<file path="config.mk">
export PLATFORM = sky130hd
export DESIGN_NAME = ibex_mem_arbiter
export DESIGN_NICKNAME = d
export VERILOG_FILES = /design/src/rtl/ibex_arb_pkg.sv /design/src/rtl/ibex_arb_id_fifo.sv /design/src/rtl/ibex_mem_arbiter.sv
export SDC_FILE = /design/constraint.sdc
export NUM_CORES = 1
export LEC_CHECK = 0
export CAP_MARGIN = 20
export CORE_AREA = 2 2 111 113
export DETAILED_ROUTE_END_ITERATION = 8
export DIE_AREA = 0 0 113 115
export PLACE_DENSITY = 0.61
export SLEW_MARGIN = 20
export SYNTH_ARGS = -nofsm -noshare
export SYNTH_HDL_FRONTEND = slang
export SYNTH_SLANG_ARGS = --single-unit
</file>
<file path="constraint.sdc">
create_clock -name clock -period 2.1 [get_ports clock]
set_input_delay 0.42 -clock clock [delete_from_list [all_inputs] [get_ports clock]]
set_output_delay 0.42 -clock clock [all_outputs]
set_load 0.03 [all_outputs]
</file>
<file path="src/rtl/ibex_arb_pkg.sv">
// Shared types and constants for the Ibex instruction/data memory arbiter.
package ibex_arb_pkg;

   typedef enum logic {
      ARB_INSTR = 1'b0,
      ARB_DATA  = 1'b1
   } arb_id_e;

   typedef enum logic {
      ARB_IDLE = 1'b0,
      ARB_HOLD = 1'b1
   } arb_state_e;

   // Byte enable driven downstream for every instruction fetch.
   localparam logic [3:0] INSTR_BE = 4'hF;

endpackage

</file>
<file path="src/rtl/ibex_arb_id_fifo.sv">
// In-order FIFO of requester IDs for transactions granted but not yet answered.
module ibex_arb_id_fifo
   import ibex_arb_pkg::*;
#(
   parameter int unsigned DEPTH = 2,
   parameter int unsigned CNT_W = 3
) (
   input  logic             clock,
   input  logic             reset,
   input  logic             push,
   input  arb_id_e          push_id,
   input  logic             pop,
   output arb_id_e          head,
   output logic             full,
   output logic             empty,
   output logic [CNT_W-1:0] count
);

   localparam int unsigned PTR_W = (DEPTH > 1) ? $clog2(DEPTH) : 1;

   arb_id_e          entries [DEPTH];
   logic [PTR_W-1:0] rd_ptr;
   logic [PTR_W-1:0] wr_ptr;

   function automatic logic [PTR_W-1:0] ptr_inc(input logic [PTR_W-1:0] p);
      return (p == PTR_W'(DEPTH - 1)) ? '0 : p + 1'b1;
   endfunction

   // Storage holds only IDs, so it needs no reset; occupancy is tracked by count.
   always_ff @(posedge clock) begin
      if (push) begin
         entries[wr_ptr] <= push_id;
      end
   end

   // Pointers and occupancy; push and pop in one cycle leave the count unchanged.
   always_ff @(posedge clock or posedge reset) begin
      if (reset) begin
         rd_ptr <= '0;
         wr_ptr <= '0;
         count  <= '0;
      end else begin
         if (push) wr_ptr <= ptr_inc(wr_ptr);
         if (pop)  rd_ptr <= ptr_inc(rd_ptr);
         case ({push, pop})
            2'b10:   count <= count + 1'b1;
            2'b01:   count <= count - 1'b1;
            default: count <= count;
         endcase
      end
   end

   assign head  = entries[rd_ptr];
   assign full  = (count == CNT_W'(DEPTH));
   assign empty = (count == '0);

endmodule

</file>
<file path="src/rtl/ibex_mem_arbiter.sv">
// Two-to-one arbiter between the Ibex fetch and load/store ports onto one memory bus.
// Build option: define IBEX_ARB_ROUND_ROBIN_EN for round-robin selection;
// otherwise data requests always win over instruction requests.
module ibex_mem_arbiter
   import ibex_arb_pkg::*;
#(
   parameter int unsigned MAX_OUTSTANDING = 2,
   parameter int unsigned CNT_W           = 3
) (
   input  logic             clock,
   input  logic             reset,
   input  logic             io_instr_req_i,
   input  logic [31:0]      io_instr_addr_i,
   output logic             io_instr_gnt_o,
   output logic             io_instr_rvalid_o,
   output logic [31:0]      io_instr_rdata_o,
   output logic             io_instr_err_o,
   input  logic             io_data_req_i,
   input  logic             io_data_we_i,
   input  logic [3:0]       io_data_be_i,
   input  logic [31:0]      io_data_addr_i,
   input  logic [31:0]      io_data_wdata_i,
   output logic             io_data_gnt_o,
   output logic             io_data_rvalid_o,
   output logic [31:0]      io_data_rdata_o,
   output logic             io_data_err_o,
   output logic             io_mem_req_o,
   output logic             io_mem_we_o,
   output logic [3:0]       io_mem_be_o,
   output logic [31:0]      io_mem_addr_o,
   output logic [31:0]      io_mem_wdata_o,
   input  logic             io_mem_gnt_i,
   input  logic             io_mem_rvalid_i,
   input  logic [31:0]      io_mem_rdata_i,
   input  logic             io_mem_err_i,
   output logic [CNT_W-1:0] io_outstanding_o,
   output logic             io_protocol_err_o
);

   arb_state_e state_q, state_d;
   arb_id_e    held_q, held_d;
   arb_id_e    sel_id;
   arb_id_e    head_id;
   logic       favour_data;
   logic       mem_req;
   logic       fifo_full, fifo_empty, fifo_push, fifo_pop;
   logic       proto_err_q;

`ifdef IBEX_ARB_ROUND_ROBIN_EN
   arb_id_e last_q;

   // Remember who was granted last so a contested cycle goes to the other side.
   always_ff @(posedge clock or posedge reset) begin
      if (reset) begin
         last_q <= ARB_INSTR;
      end else if (fifo_push) begin
         last_q <= sel_id;
      end
   end

   assign favour_data = (last_q == ARB_INSTR);
`else
   assign favour_data = 1'b1;
`endif

   // Choose the requester: a held selection is frozen until its grant.
   always_comb begin
      sel_id = ARB_INSTR;
      if (state_q == ARB_HOLD) begin
         sel_id = held_q;
      end else if (io_data_req_i && (favour_data || !io_instr_req_i)) begin
         sel_id = ARB_DATA;
      end
   end

   assign mem_req   = ((state_q == ARB_HOLD) || io_instr_req_i || io_data_req_i) && !fifo_full;
   assign fifo_push = mem_req && io_mem_gnt_i;
   assign fifo_pop  = io_mem_rvalid_i && !fifo_empty;

   ibex_arb_id_fifo #(
      .DEPTH (MAX_OUTSTANDING),
      .CNT_W (CNT_W)
   ) u_id_fifo (
      .clock   (clock),
      .reset   (reset),
      .push    (fifo_push),
      .push_id (sel_id),
      .pop     (fifo_pop),
      .head    (head_id),
      .full    (fifo_full),
      .empty   (fifo_empty),
      .count   (io_outstanding_o)
   );

   // FSM state and held selection registers.
   always_ff @(posedge clock or posedge reset) begin
      if (reset) begin
         state_q <= ARB_IDLE;
         held_q  <= ARB_INSTR;
      end else begin
         state_q <= state_d;
         held_q  <= held_d;
      end
   end

   // Enter HOLD when a presented request is not granted; leave on grant.
   always_comb begin
      state_d = state_q;
      held_d  = held_q;
      case (state_q)
         ARB_IDLE: begin
            if (mem_req && !io_mem_gnt_i) begin
               state_d = ARB_HOLD;
               held_d  = sel_id;
            end
         end
         ARB_HOLD: begin
            if (io_mem_gnt_i) state_d = ARB_IDLE;
         end
         default: state_d = ARB_IDLE;
      endcase
   end

   // Drive the downstream request, upstream grants and steered responses.
   always_comb begin
      io_mem_req_o   = mem_req;
      io_mem_we_o    = 1'b0;
      io_mem_be_o    = '0;
      io_mem_addr_o  = '0;
      io_mem_wdata_o = '0;
      if (mem_req) begin
         if (sel_id == ARB_DATA) begin
            io_mem_we_o    = io_data_we_i;
            io_mem_be_o    = io_data_be_i;
            io_mem_addr_o  = io_data_addr_i;
            io_mem_wdata_o = io_data_wdata_i;
         end else begin
            io_mem_be_o    = INSTR_BE;
            io_mem_addr_o  = io_instr_addr_i;
         end
      end
      io_instr_gnt_o    = fifo_push && (sel_id == ARB_INSTR);
      io_data_gnt_o     = fifo_push && (sel_id == ARB_DATA);
      io_instr_rvalid_o = fifo_pop && (head_id == ARB_INSTR);
      io_data_rvalid_o  = fifo_pop && (head_id == ARB_DATA);
      io_instr_rdata_o  = io_instr_rvalid_o ? io_mem_rdata_i : '0;
      io_data_rdata_o   = io_data_rvalid_o ? io_mem_rdata_i : '0;
      io_instr_err_o    = io_instr_rvalid_o && io_mem_err_i;
      io_data_err_o     = io_data_rvalid_o && io_mem_err_i;
   end

   // A response with nothing outstanding is dropped and flagged until reset.
   always_ff @(posedge clock or posedge reset) begin
      if (reset) begin
         proto_err_q <= 1'b0;
      end else if (io_mem_rvalid_i && fifo_empty) begin
         proto_err_q <= 1'b1;
      end
   end

   assign io_protocol_err_o = proto_err_q;

endmodule

</file>
==> results of run 1 <==
==> worst max path at each step <==
stage / from / end / slack, ns / cells past startpoint
6_report: state_q / io_mem_addr_o[26] / -0.04 / 6
5_1_grt: u_id_fifo.count[2] / io_data_rdata_o[6] / -0.10 / 7
4_1_cts: u_id_fifo.count[2] / io_mem_be_o[0] / -0.04 / 6
3_5_place_dp: io_data_req_i / u_id_fifo.count[2] / -0.37 / 9
3_3_place_gp: io_data_req_i / u_id_fifo.count[2] / -0.31 / 9
2_1_floorplan: u_id_fifo.count[2] / u_id_fifo.count[2] / 0.01 / 8
==> report_power, final <==
part / switching, mW / internal (mW) / leakage (nW)
registers: 0.0813 / 0.298 / 0.106
clock network: 0.0942 / 0.287 / 0.0442
logic: 3.17 / 3.05 / 2.50
==> layer usage <==
| metal | GRT usage, % | part of all wire [%] | routed length, microns |
|---|---|---|---|
| met4 | 2.520 | 2.0 | 232 |
| met5 | 0 | 0 | 0 |
| met3 | 3.532 | 9.8 | 1120 |
| met1 | 13.80 | 33 | 3803 |
| met2 | 30.02 | 55 | 6264 |
==> cell families after synthesis <==
kind of cell / share of synthesized area [%]
and+or+nand+nor: 54.55
buffers and inverters: 9.241
muxes: 1.655
AOI/OAI and AO/OA: 16.00
xor gates and xnor gates: 2.414
adders and majority gates: 1.793
DFF: 14.34
==> worst max-delay path, stage by stage, from the launching register on <==
cell and delay (ns):
dfrtp_2 0.43, buf_4 0.16, nor3_4 0.17, or2_4 0.30, clkbuf_16 0.20, a21oi_1 0.05, buf_4 0.17
==> per-stage QoR <==
stage | worst slack, ns | util, % | cell area, sq um
CTS | -0.04466 | 44.05 | 5202
global placement | -0.3098 | 39.45 | 4659
finish | -0.03941 | 49.72 | 5873
global route | -0.1007 | 49.72 | 5873
floorplan | 0.01422 | - | 1826
detailed placement | -0.3663 | 39.45 | 4659
==> state kept, by name, indices dropped and copies added (netlist names) <==
| signal | cells |
|---|---|
| state_q | 1 |
| u_id_fifo.rd_ptr | 1 |
| u_id_fifo.wr_ptr | 1 |
| io_protocol_err_o | 1 |
| u_id_fifo.entries | 2 |
| u_id_fifo.count | 3 |
| held_q | 1 |
==> layout make-up <==
type	count	area, sq um	area share (%)
timing repair buffer	330	3638	61.95
multi-input combinational	234	1667	28.38
sequential	10	265.3	4.516
tap	147	183.9	3.132
clock buffer	4	88.84	1.513
inverter	8	30.03	0.5113
==> placed cells by master, fill, tap and decap left out, types with 2 or more instances in the layout <==
cell type,count
buf_12,14
nor3_4,3
and2_1,31
nor2_1,11
and2_4,68
inv_2,3
a21oi_2,23
inv_1,5
nor2_4,2
nand2_1,62
clkdlybuf4s50_1,139
edfxtp_1,2
nand2_2,2
buf_6,129
clkbuf_16,10
a21oi_1,9
dfrtp_2,4
xor2_1,2
dfrtp_1,4
xnor2_1,3
buf_4,36
dlygate4sd2_1,2
==> what timing repair did <==
item	CTS	global route
setup buffers	11	5
gates resized for setup	82	150
pin swaps	6	43
setup endpoints to repair	139	138
gates cloned	3	9
==> results.txt, run 1 <==
----------------------------------------------------
[Critical path]
  Origin of the critical flop-to-flop path ... u_id_fifo.count[0]
  Kind of end point of the critical path ... output pin
  Worst endpoint required time ... 1.68 ns
  Path type of the worst setup path ... reg -> out
  Crit-path max FO ... 7
  Data arrival time at the worst-slack endpoint ... 1.72 ns
  Reg2reg path depth ... 9
  Internal reg-to-reg setup slack ... 0.04 ns
  Reg-to-reg endpoint ... u_id_fifo.count[2]
  Worst setup SP type ... flop

[CTS]
  CTS HTree Levels ... 1
  Clock tree from TritonCTS ... done
  Root Buffer ... clkbuf_16
  Total CTS buffers ... 3
  Count of hold-fix buffers inserted at cts ... 0
  Clock transition at the registers of the reported paths ... 0.04 ns
  CTS max path bufs ... 2
  Clock sink count ... 10
  Latest clock arrival within the worst-skew pair ... 0.24 ns

[Placed design]
  IO buf count ... 283
  Total half-perimeter wirelength after legalization and detailed placement ... 8.003 mm
  Final weighted congestion in routability-driven placement ... 0.8768
  Instance count after placement with tap cells included ... 701

[Timing]
  Unrepaired setup endpoints after global routing ... true
  Final worst setup slack ... -0.03941 ns
  Relative max-transition margin ... 74.69%
  Max Transition Viols Final ... 0
  FMAX ... 467.4 MHz
  Number of endpoints with negative hold slack in the final report ... 0
  Final Setup Violations ... 84
  Measured slew at the worst slew-check pin ... 0.3717 ns
  Post-route fraction of the period consumed by the critical path ... 101.9%
  Hold slack final ... 0.4526 ns
  Sum Neg Setup Slack ... -1.383 ns
  Worst Skew ... 0.0007426 ns
  Tmin final ... 2.139 ns

[Final layout]
  Final instance count without filler cells ... 733
  Fillers ... 1097
  Area growth, synth to finish ... 223.7%
  Antenna diode instance count ... 0
  Layout cells sized above 1 ... 52.39%
  Number of nets in the finished design ... 729

[Run status]
  Result of the run ... finished, violations left
  Failing checks ... design-rule violations, negative setup slack

[Global routing]
  Antenna violations before repair ... 0
  Number of global-route vias before repair ... 3027
  Overflow after GRT ... 0
  First-pass GRT wire length ... 14.88 mm
  Largest net degree at the start of global routing ... 34
  Overall global routing resource usage ... 14.19%

[Power]
  Lkg Pwr ... 2.655 nW
  PwrDens ... 1189 mW/mm^2
  Overall power after layout ... 6.981 mW
  Highest ir drop seen on vdd ... 0.0005705 V

[Synth]
  Mapped cell area ... 0.001814 sq mm
  Yosys top cell area share ... 34.14%
  Count leader, synth ... and2_1
  Sequential-to-total area share from yosys stat ... 14.34%
  Dominant cells by area after synthesis ... and2_1 (34%), nand2_1 (13%), dfrtp_1 (11%), a21oi_2 (9.7%), buf_6 (3.7%)
  Share of flip-flops with an asynchronous set or reset ... 80.00%
  Cell type with the highest aggregate area in the netlist ... and2_1
  FF+latch count, synth ... 10
  Gate count after technology mapping ... 272
  Most frequent cells after synthesis ... and2_1 (99), nand2_1 (64), a21oi_2 (20), a21oi_1 (12), nor2_1 (12)
  Post-synthesis cell type count ... 34
  Prevailing post-synth register cell ... dfrtp_1
  Post-Syn Area per Cell ... 6.670 sq um
  Nets in the synthesized netlist ... 414
  Number of enable flip-flop cells after synthesis ... 2
  Total number of yosys warnings ... 0

[Hold path]
  Min-Delay Path Class ... in -> async

[Floorplan]
  Core ar. ... 0.01181 sq mm
  Site Rows ... 40
  Initial standard-cell utilization of the core ... 15.36%
  Die ar. ... 0.01300 sq mm
  Horizontal extent of the die ... 113 microns
  I/O pin count ... 284
  Die Span Y ... 115 microns

[Routing]
  DRC ... 20
  Antenna violation net count after detailed routing ... 0
  Detailed-route vias per instance ... 4.302
  Via total after detailed routing ... 3153
  Iteration-0 DRC Markers ... 111
  Routed WL ... 11.42 mm
  Iteration count of the initial detailed-routing pass ... 6
  Mean routed wirelength per cell ... 15.58 microns

[Flow run]
  Count of maximum capacitance violations ... 0

----------------------------------------------------
Note: power is estimated with default switching activity, not from simulation.
==> run 2, diff against run 1 <==
Settings changed: ABC_AREA from default to 1, CORE_AREA 2 2 111 113 to 2 2 110 112, DIE_AREA 0 0 113 115 to 0 0 112 114, PLACE_DENSITY 0.61 to 0.6.
Clock period 2.1 ns to 2.27 ns, I/O delays scaled along.
==> run 2 against run 1 <==
The run now ends clean. Critical path depth rose by 1. Count of clock-buffer cells in the layout fell by 1. Routed wire length fell by 12%. Via count rose by 2.5%. Worst hold slack improved by 0.020 ns. Register-to-register slack improved by 0.39 ns. First-iteration DRC count fell by 24%. Sequential share of layout area rose by 0.82 points. Largest cell class unchanged. Highest routed layer unchanged.
==> results.txt, run 2 <==
----------------------------------------------------
[CTS]
  Clock sink count ... 10
  CTS HTree Levels ... 1
  Root Buffer ... clkbuf_16
  Total CTS buffers ... 3
  Latest clock arrival within the worst-skew pair ... 0.23 ns
  Clock tree from TritonCTS ... done
  CTS max path bufs ... 2
  Clock transition at the registers of the reported paths ... 0.04 ns

[Synth]
  Post-Syn Area per Cell ... 4.998 sq um
  Post-synthesis cell type count ... 23
  Sequential-to-total area share from yosys stat ... 14.31%
  Number of enable flip-flop cells after synthesis ... 2
  Gate count after technology mapping ... 364
  Nets in the synthesized netlist ... 506
  Mapped cell area ... 0.001819 sq mm
  FF+latch count, synth ... 10
  Dominant cells by area after synthesis ... nand2_1 (23%), nor2_1 (23%), dfrtp_1 (11%), inv_1 (10%), a21oi_1 (8.8%)
  Prevailing post-synth register cell ... dfrtp_1
  Cell type with the highest aggregate area in the netlist ... nand2_1
  Share of flip-flops with an asynchronous set or reset ... 80.00%
  Total number of yosys warnings ... 0
  Yosys top cell area share ... 23.11%
  Most frequent cells after synthesis ... nand2_1 (112), nor2_1 (112), inv_1 (49), a21oi_1 (32), buf_2 (11)

[Routing]
  Iteration count of the initial detailed-routing pass ... 4
  Antenna violation net count after detailed routing ... 0
  DRC ... 0
  Iteration-0 DRC Markers ... 84
  Mean routed wirelength per cell ... 12.71 microns
  Via total after detailed routing ... 3231
  Routed WL ... 10.10 mm
  Detailed-route vias per instance ... 4.064

[Timing]
  FMAX ... 458.5 MHz
  Final Setup Violations ... 0
  Relative max-transition margin ... 79.20%
  Post-route fraction of the period consumed by the critical path ... 96.07%
  Worst Skew ... 0.001533 ns
  Measured slew at the worst slew-check pin ... 0.3110 ns
  Sum Neg Setup Slack ... 0 ns
  Max Transition Viols Final ... 0
  Tmin final ... 2.181 ns
  Unrepaired setup endpoints after global routing ... false
  Number of endpoints with negative hold slack in the final report ... 0

[Critical path]
  Kind of end point of the critical path ... output pin
  Data arrival time at the worst-slack endpoint ... 1.73 ns
  Crit-path max FO ... 34
  Worst endpoint required time ... 1.82 ns
  Path type of the worst setup path ... in -> out
  Worst setup SP type ... input pin

[Floorplan]
  Core ar. ... 0.01171 sq mm
  Die ar. ... 0.01277 sq mm
  Site Rows ... 40
  Horizontal extent of the die ... 112 microns
  I/O pin count ... 284
  Die Span Y ... 114 microns
  Initial standard-cell utilization of the core ... 15.53%

[Final layout]
  Most frequent cells in the layout ... clkdlybuf4s50_1 (142), buf_4 (136), nor2_1 (112)
  Registers with the most flip-flops ... u_id_fifo.count x3, u_id_fifo.entries x2
  Layout cells sized above 1 ... 27.93%
  Largest register by flop count ... u_id_fifo.count
  Number of nets in the finished design ... 791
  Layout Cell Area excl Fill ... 0.004876 sq mm
  Most common cell after layout, fill and taps aside ... clkdlybuf4s50_1
  Antenna diode instance count ... 0
  Area growth, synth to finish ... 168.0%
  Flip-flop count of the largest register, all copies and words added ... 3

[Hold path]
  Min-Delay Path Class ... reg -> reg

[Flow run]
  Count of maximum capacitance violations ... 0

[Placed design]
  Total half-perimeter wirelength after legalization and detailed placement ... 8.696 mm
  Area of placed instances ... 0.004684 sq mm
  Final weighted congestion in routability-driven placement ... 0.7867
  IO buf count ... 283

[Power]
  Lkg Pwr ... 2.531 nW
  Highest ir drop seen on vdd ... 0.0006607 V
  PwrDens ... 1170 mW/mm^2

[Global routing]
  First-pass GRT wire length ... 14.99 mm
  Antenna violations before repair ... 0
  Largest net degree at the start of global routing ... 45
  Overflow after GRT ... 0
  Number of global-route vias before repair ... 3088
  Overall global routing resource usage ... 14.12%

[Run status]
  Result of the run ... finished clean

----------------------------------------------------
-- run 2: what timing repair did --
action / 4_1_cts / 5_1_grt
pin swaps: 0 / 1
hold buffers: 0 / 0
cloned: 0 / 2
setup endpoints to repair: 5 / 66
resized for setup: 5 / 4
buffers inserted: 0 / 1
-- run 2: path summary, 6_finish.rpt --
kind | startpoint | end | slack (ns) | cells after the start
worst max-delay path | io_mem_rvalid_i | io_data_rdata_o[13] | 0.09 | 7
worst min-delay path | io_protocol_err_o | io_protocol_err_o | 0.47 | 1
worst max register to register | u_id_fifo.count[0] | u_id_fifo.count[2] | 0.43 | 9
worst min register to register | io_protocol_err_o | io_protocol_err_o | 0.47 | 1
max in group asynchronous | reset | u_id_fifo.count[1] | 1.56 | 2
min in group asynchronous | reset | u_id_fifo.rd_ptr | 0.48 | 2
-- run 2: cell type report --
cell class	count	area (sq um)
clock buffers	3	75.07
clock inverters	1	3.754
fillers	1229	6835
inverters	53	201.4
multi-input cells	278	1215
flip-flops and latches	10	260.3
well taps	147	183.9
repair buffers	303	2937
-- run 2: per-stage QoR --
stage	setup slack, ns	power (mW)	hold WS, ns	utilization [%]	cells
2_1_floorplan	0.3083	3.176	0.2697	-	364
3_3_place_gp	-0.02052	5.246	0.4570	40.00	788
3_5_place_dp	-0.04358	5.272	0.4717	40.00	788
4_1_cts	-0.005794	5.615	0.4799	40.82	792
5_1_grt	0.01561	6.071	0.5069	41.63	795
6_report	0.08917	5.704	0.4731	41.63	795
-- run 2: routing by layer --
layer	track usage [%]	vias up	share of wire (%)
met4	3.577	0	2.2
met5	0	-	0
met1	16.25	1384	37
li1	-	1635	-
met3	2.869	14	9.2
met2	26.71	198	51
-- run 2: worst max-delay path: stages --
cell             delay, ns
clkdlybuf4s50_1       0.51
nand2_2               0.09
inv_4                 0.13
nand2_8               0.16
nor2_1                0.12
buf_4                 0.14
buf_12                0.11
-- run 2: where the power goes --
| part | switching, mW | internal [mW] |
|---|---|---|
| clock | 0.0752 | 0.230 |
| combinational | 3.00 | 2.07 |
| sequential | 0.0648 | 0.266 |
-- run 2: kinds of logic after synthesis --
logic type	Yosys count	synth area share, %
DFF	10	14.31
xor gates and xnor gates	2	0.9630
and+or+nand+nor	238	51.79
adders and majority gates	2	1.788
AOI/OAI and AO/OA	36	10.25
buffers and inverters	76	20.91
==> RTL change 1, RTL diff (settings of run 1) <==
Set the parameter `MAX_OUTSTANDING` to 4 (it was 2).
--- a/src/rtl/ibex_mem_arbiter.sv
+++ b/src/rtl/ibex_mem_arbiter.sv
@@ -4,7 +4,7 @@
 module ibex_mem_arbiter
    import ibex_arb_pkg::*;
 #(
-   parameter int unsigned MAX_OUTSTANDING = 2,
+   parameter int unsigned MAX_OUTSTANDING = 4,
    parameter int unsigned CNT_W           = 3
 ) (
    input  logic             clock,
Function: changed (a bounded check fails within 4 cycles, from zero or initial values and one cycle with reset high).
==> RTL change 1 against run 1 <==
The flow still finishes with violations (design-rule violations, negative setup slack). Clock skew rose by 0.0020 ns. Power rose by 17%. Final area rose by 9.0%. Via count rose by 8.6%. Synthesized area rose by 13%. Die area did not move. Global-route usage rose by 1.4 points. Setup slack got worse by 0.062 ns. Sequential cell count rose by 4. Synthesized cell count rose by 9.9%. Routed wire length rose by 14%. Critical path type unchanged. Largest cell class unchanged. Highest routed layer unchanged.
==> RTL change 1: results <==
export IMPL_grt_pass1_vias=3179
export IMPL_grt_max_degree=38
export IMPL_arrival_ns=1.78
export IMPL_place_area_um2=4940
export IMPL_numCtsBuffers=3
export IMPL_routed_wl_um=13000
export IMPL_rr_worst_depth=9
export IMPL_cp_top_family="buffers and inverters"
export IMPL_ys_flop_type="dfrtp_1"
export IMPL_synthArstFlopShare_pct=71.4
export IMPL_worst_ir_drop_vdd_uv=588
export IMPL_failed_checks="design-rule violations, negative setup slack"
export IMPL_synthesis_nets=446
export IMPL_layout_setup_ws_ns=-0.101
export IMPL_reg_top3="u_id_fifo.entries x4, u_id_fifo.count x3"
export IMPL_drive_above_1_share_pct=53.6
export IMPL_filler_cell_count=1021
export IMPL_p_leak_nw=2.85
export IMPL_routabilityCongestion=0.880
export IMPL_antenna_cells=0
export IMPL_synth_area_top_cells="and3_1, dfrtp_1, nand2_1"
export IMPL_viasPerCell=4.52
export IMPL_hold_viol=0
export IMPL_io_buffers=283
export IMPL_max_stage_delay_ns=0.43
export IMPL_seq_area_frac_synth_pct=18.1
export IMPL_clock_root_buffer="clkbuf_16"
export IMPL_dr_pass1_iters=8
export IMPL_synth_edf_count=4
export IMPL_cts_clk_slew_worst_paths_ns=0.05
export IMPL_post_dp_hpwl_um=8980
export IMPL_clock_latency_ns=0.24
export IMPL_ys_warn_count=0
export IMPL_htreeDepth=1
export IMPL_grt_usage_pct=15.6
export IMPL_finalNetCount=758
export IMPL_grt_pass1_wl_um=16300
export IMPL_slowest_stage="dfrtp_2"
export IMPL_fin_skew_ns=0.00271
export IMPL_yosys_area_top_type_share_pct=21.4
export IMPL_drt_iter0_drc=221
export IMPL_status="finished, violations left"
export IMPL_synthTopCellsByCount="and3_1, nand2_1, and2_1"
export IMPL_synth_cell_types=35
export IMPL_antenna_found_initial=0
export IMPL_min_delay_path_depth=1
export IMPL_hp_class="reg2reg"
export IMPL_cts_path_max_buffers=2
export IMPL_slew_limit_headroom_pct=72.4
export IMPL_drcViolationCount=19
export IMPL_worstPathMaxFanout=8
export IMPL_setup_viol=89
## RTL change 1: report_power, final
| group | switching (mW) | total [mW] | internal, mW |
|---|---|---|---|
| clock | 0.108 | 0.359 | 0.251 |
| sequential | 0.133 | 0.544 | 0.411 |
| combinational | 3.64 | 7.25 | 3.61 |
| total | 3.88 | 8.15 | 4.28 |
## RTL change 1: worst paths after layout
| path | startpoint | to | slack (ns) |
|---|---|---|---|
| min in group asynchronous | reset | io_protocol_err_o$_DFFE_PP0P_ | 0.47 |
| max in group asynchronous | reset | state_q$_DFF_PP0_ | 1.32 |
| min reg2reg | io_protocol_err_o$_DFFE_PP0P_ | io_protocol_err_o$_DFFE_PP0P_ | 0.45 |
| min | io_protocol_err_o$_DFFE_PP0P_ | io_protocol_err_o$_DFFE_PP0P_ | 0.45 |
| max | state_q$_DFF_PP0_ | io_mem_wdata_o[17] | -0.10 |
| max reg2reg | u_id_fifo.count[0]$_DFFE_PP0P_ | u_id_fifo.count[2]$_DFFE_PP0P_ | 0.03 |
## RTL change 1: repair_timing
action / in CTS / in global routing
hold buffers: 0 / 0
setup endpoints to repair: 140 / 138
setup buffers: 12 / 3
resized for setup: 138 / 119
pin swaps: 5 / 37
cloned: 3 / 11
## RTL change 1: final cells by class
cell class,count,area [µm²],share of cell area [%]
Clock buffer,3,75.1,1.17
Clock inverter,1,3.75,0.0586
Inverter,9,43.8,0.684
Multi-Input combinational cell,249,2010,31.4
Sequential cell,14,377,5.88
Tap cell,147,184,2.87
Timing Repair Buffer,334,3710,57.9
## RTL change 1: per-layer routing
layer	GRT usage [%]	up-vias	wire, µm
met4	4.23	0	333
met3	2.64	20	1020
met5	0	-	0
met1	16.1	1585	4520
li1	-	1627	-
met2	31.9	193	7130
## RTL change 1: stage by stage
stage	hold slack, ns	setup slack [ns]	total power [mW]	TNS, ns	std cells
floorplan	0.260	0.0161	3.67	0	299
global placement	0.444	-0.395	5.78	-21.90	725
detailed placement	0.452	-0.434	5.82	-24.88	725
CTS	0.462	-0.0801	7.02	-2.57	744
global route	0.506	-0.175	8.54	-12.26	757
finish	0.453	-0.101	8.15	-4.15	757
## RTL change 1: kinds of logic (layout without fill, tap and decap cells)
| group | after synthesis | count (layout) | synth area share, % |
|---|---|---|---|
| multiplexers | 10 | 10 | 5.75 |
| flip-flops | 14 | 14 | 18.1 |
| XOR/XNOR | 3 | 3 | 1.28 |
| AND/OR/NAND/NOR | 194 | 194 | 50.6 |
| AO/OA/AOI/OAI | 35 | 35 | 8.93 |
| adder cells (fa/ha/maj) | 7 | 7 | 4.65 |
| buffers and inverters | 36 | 347 | 10.7 |
==> RTL change 2, RTL diff (settings of run 1) <==
Made on the original files. Put a register stage on the output `io_instr_err_o`. The value now appears one clock later. The other outputs are not delayed to match.
--- a/src/rtl/ibex_mem_arbiter.sv
+++ b/src/rtl/ibex_mem_arbiter.sv
@@ -36,6 +36,8 @@
    output logic [CNT_W-1:0] io_outstanding_o,
    output logic             io_protocol_err_o
 );
+
+   logic io_instr_err_d;
 
    arb_state_e state_q, state_d;
    arb_id_e    held_q, held_d;
@@ -145,7 +147,7 @@
       io_data_rvalid_o  = fifo_pop && (head_id == ARB_DATA);
       io_instr_rdata_o  = io_instr_rvalid_o ? io_mem_rdata_i : '0;
       io_data_rdata_o   = io_data_rvalid_o ? io_mem_rdata_i : '0;
-      io_instr_err_o    = io_instr_rvalid_o && io_mem_err_i;
+      io_instr_err_d    = io_instr_rvalid_o && io_mem_err_i;
       io_data_err_o     = io_data_rvalid_o && io_mem_err_i;
    end
 
@@ -160,5 +162,9 @@
 
    assign io_protocol_err_o = proto_err_q;
 
+   always_ff @(posedge clock) begin
+      io_instr_err_o <= io_instr_err_d;
+   end
+
 endmodule
 
Formal check against the unedited RTL: not equivalent (Yosys sat finds a counterexample within 4 cycles, from zero or initial values and one cycle with reset high).
==> RTL change 2 against run 1 <==
The run still ends with design-rule violations, negative setup slack left. Non-clock buffer count decreased by 6. Power down 2.3%. Final area decreased by 1.2%. Die area unchanged. Combinational power shrank 3%. Synthesized cell count is 0.37% higher. Sequential cell count rose by 1. Clock skew about the same. Critical path depth is 1 higher. Setup slack lost 0.029 ns. Routed wire length fell by 3.5%. Synthesized area grew 3.9%. Critical path type unchanged. Largest cell class unchanged. Highest routed layer unchanged.
==> RTL change 2: results <==
export IMPL_status="finished, violations left"
export IMPL_failed_checks="design-rule violations, negative setup slack"
export IMPL_filler_cell_count=1060
export IMPL_arrival_ns=1.75
export IMPL_fin_skew_ns=0.000598
export IMPL_worstMarginPinSlew_ns=0.347
export IMPL_r2r_start="state_q$_DFF_PP0_"
export IMPL_finalNetCount=725
export IMPL_viasPerCell=4.18
export IMPL_synthCells=273
export IMPL_io_buffers=283
export IMPL_setup_viol=77
export IMPL_crit_start="u_id_fifo.count[0]$_DFFE_PP0P_"
export IMPL_synth_cell_types=34
export IMPL_routabilityCongestion=0.883
export IMPL_endpoint="io_instr_rdata_o[27]"
export IMPL_antenna_found_initial=0
export IMPL_ctsResizeCount=122
export IMPL_post_dp_hpwl_um=8370
export IMPL_worst_ir_drop_vdd_uv=571
export IMPL_post_cts_setup_buffers=7
export IMPL_multi_input_gates=235
export IMPL_synth_area_top_cells="and2_1, nand2_1, dfrtp_1"
export IMPL_numCtsBuffers=3
export IMPL_dr_total_vias=3050
export IMPL_inv_count=8
export IMPL_nFlopsAndLatches=11
export IMPL_layout_setup_ws_ns=-0.0680
export IMPL_ys_warn_count=0
export IMPL_grt_max_degree=35
export IMPL_synthArstFlopShare_pct=72.7
export IMPL_drcViolationCount=20
export IMPL_buf_share_pct=60.7
export IMPL_drive_above_1_share_pct=51.4
export IMPL_seq_area_frac_synth_pct=14.9
export IMPL_fin_hold_ws_ns=0.448
export IMPL_avgRoutedWirePerCell_um=15.1
export IMPL_ff_latch_area_um2=285
export IMPL_dr_pass1_iters=6
export IMPL_p_sw_share_pct=48.6
export IMPL_p_leak_nw=2.61
export IMPL_buffers=324
export IMPL_worstPathMaxFanout=17
export IMPL_cts_clk_slew_worst_paths_ns=0.04
export IMPL_synthTopCellsByCount="and2_1, nand2_1, a21oi_2"
export IMPL_grt_pass1_wl_um=15600
export IMPL_grt_usage_pct=14.8
export IMPL_synth_edf_count=2
export IMPL_antenna_cells=0
export IMPL_dpl_cell_count=708
export IMPL_clk_share_pct=1.36
export IMPL_multi_input_area_share_pct=29.2
export IMPL_synthesis_nets=415
export IMPL_grt_pass1_vias=3096
export IMPL_drt_iter0_drc=111
export IMPL_regToRegSetupSlack_ns=0.04
## RTL change 2: cells by family after synthesis
kind of cell / after synthesis / synth area share, %
AND/OR/NAND/NOR: 187 / 53.1
XOR/XNOR: 5 / 2.32
flip-flops: 11 / 14.9
buffers and inverters: 28 / 11.0
AO/OA/AOI/OAI: 37 / 15.4
adder cells (fa/ha/maj): 2 / 1.73
multiplexers: 3 / 1.59
## RTL change 2: layer usage
| layer | part of all wire, % | GRT usage [%] | vias to the layer above | wire length [µm] |
|---|---|---|---|---|
| met1 | 32 | 13.9 | 1373 | 3560 |
| met5 | 0 | 0 | - | 0 |
| met4 | 1.1 | 2.36 | 0 | 117 |
| met3 | 9.3 | 4.38 | 12 | 1030 |
| met2 | 57 | 31.4 | 187 | 6310 |
| li1 | - | - | 1478 | - |
## RTL change 2: power by group through the flow
stage               clock (mW)  combinational, mW  sequential (mW)
floorplan                    0               2.79            0.497
global placement             0               4.92            0.410
detailed placement           0               4.94            0.414
CTS                      0.356               5.60            0.413
global route             0.365               6.37            0.437
finish                   0.347               6.05            0.426
## RTL change 2: critical path, cell delays in order, from the launching register on
cell     delay, ns
dfrtp_2       0.44
buf_6         0.14
o31ai_4       0.28
buf_6         0.16
nor2b_4       0.04
buf_12        0.14
and2_1        0.16
buf_6         0.14
## RTL change 2: per-stage QoR
step / setup TNS, ns / power [mW] / instance area [µm²] / setup slack, ns / utilization [%]
after floorplan: 0 / 3.28 / 1900 / 0.00729 / -
after global placement: -15.96 / 5.33 / 4840 / -0.269 / 41.0
after detailed placement: -18.98 / 5.36 / 4840 / -0.324 / 41.0
after CTS: -5.30 / 6.37 / 5480 / -0.0810 / 46.4
after global routing: -10.28 / 7.17 / 5810 / -0.124 / 49.2
final: -3.35 / 6.82 / 5810 / -0.0680 / 49.2
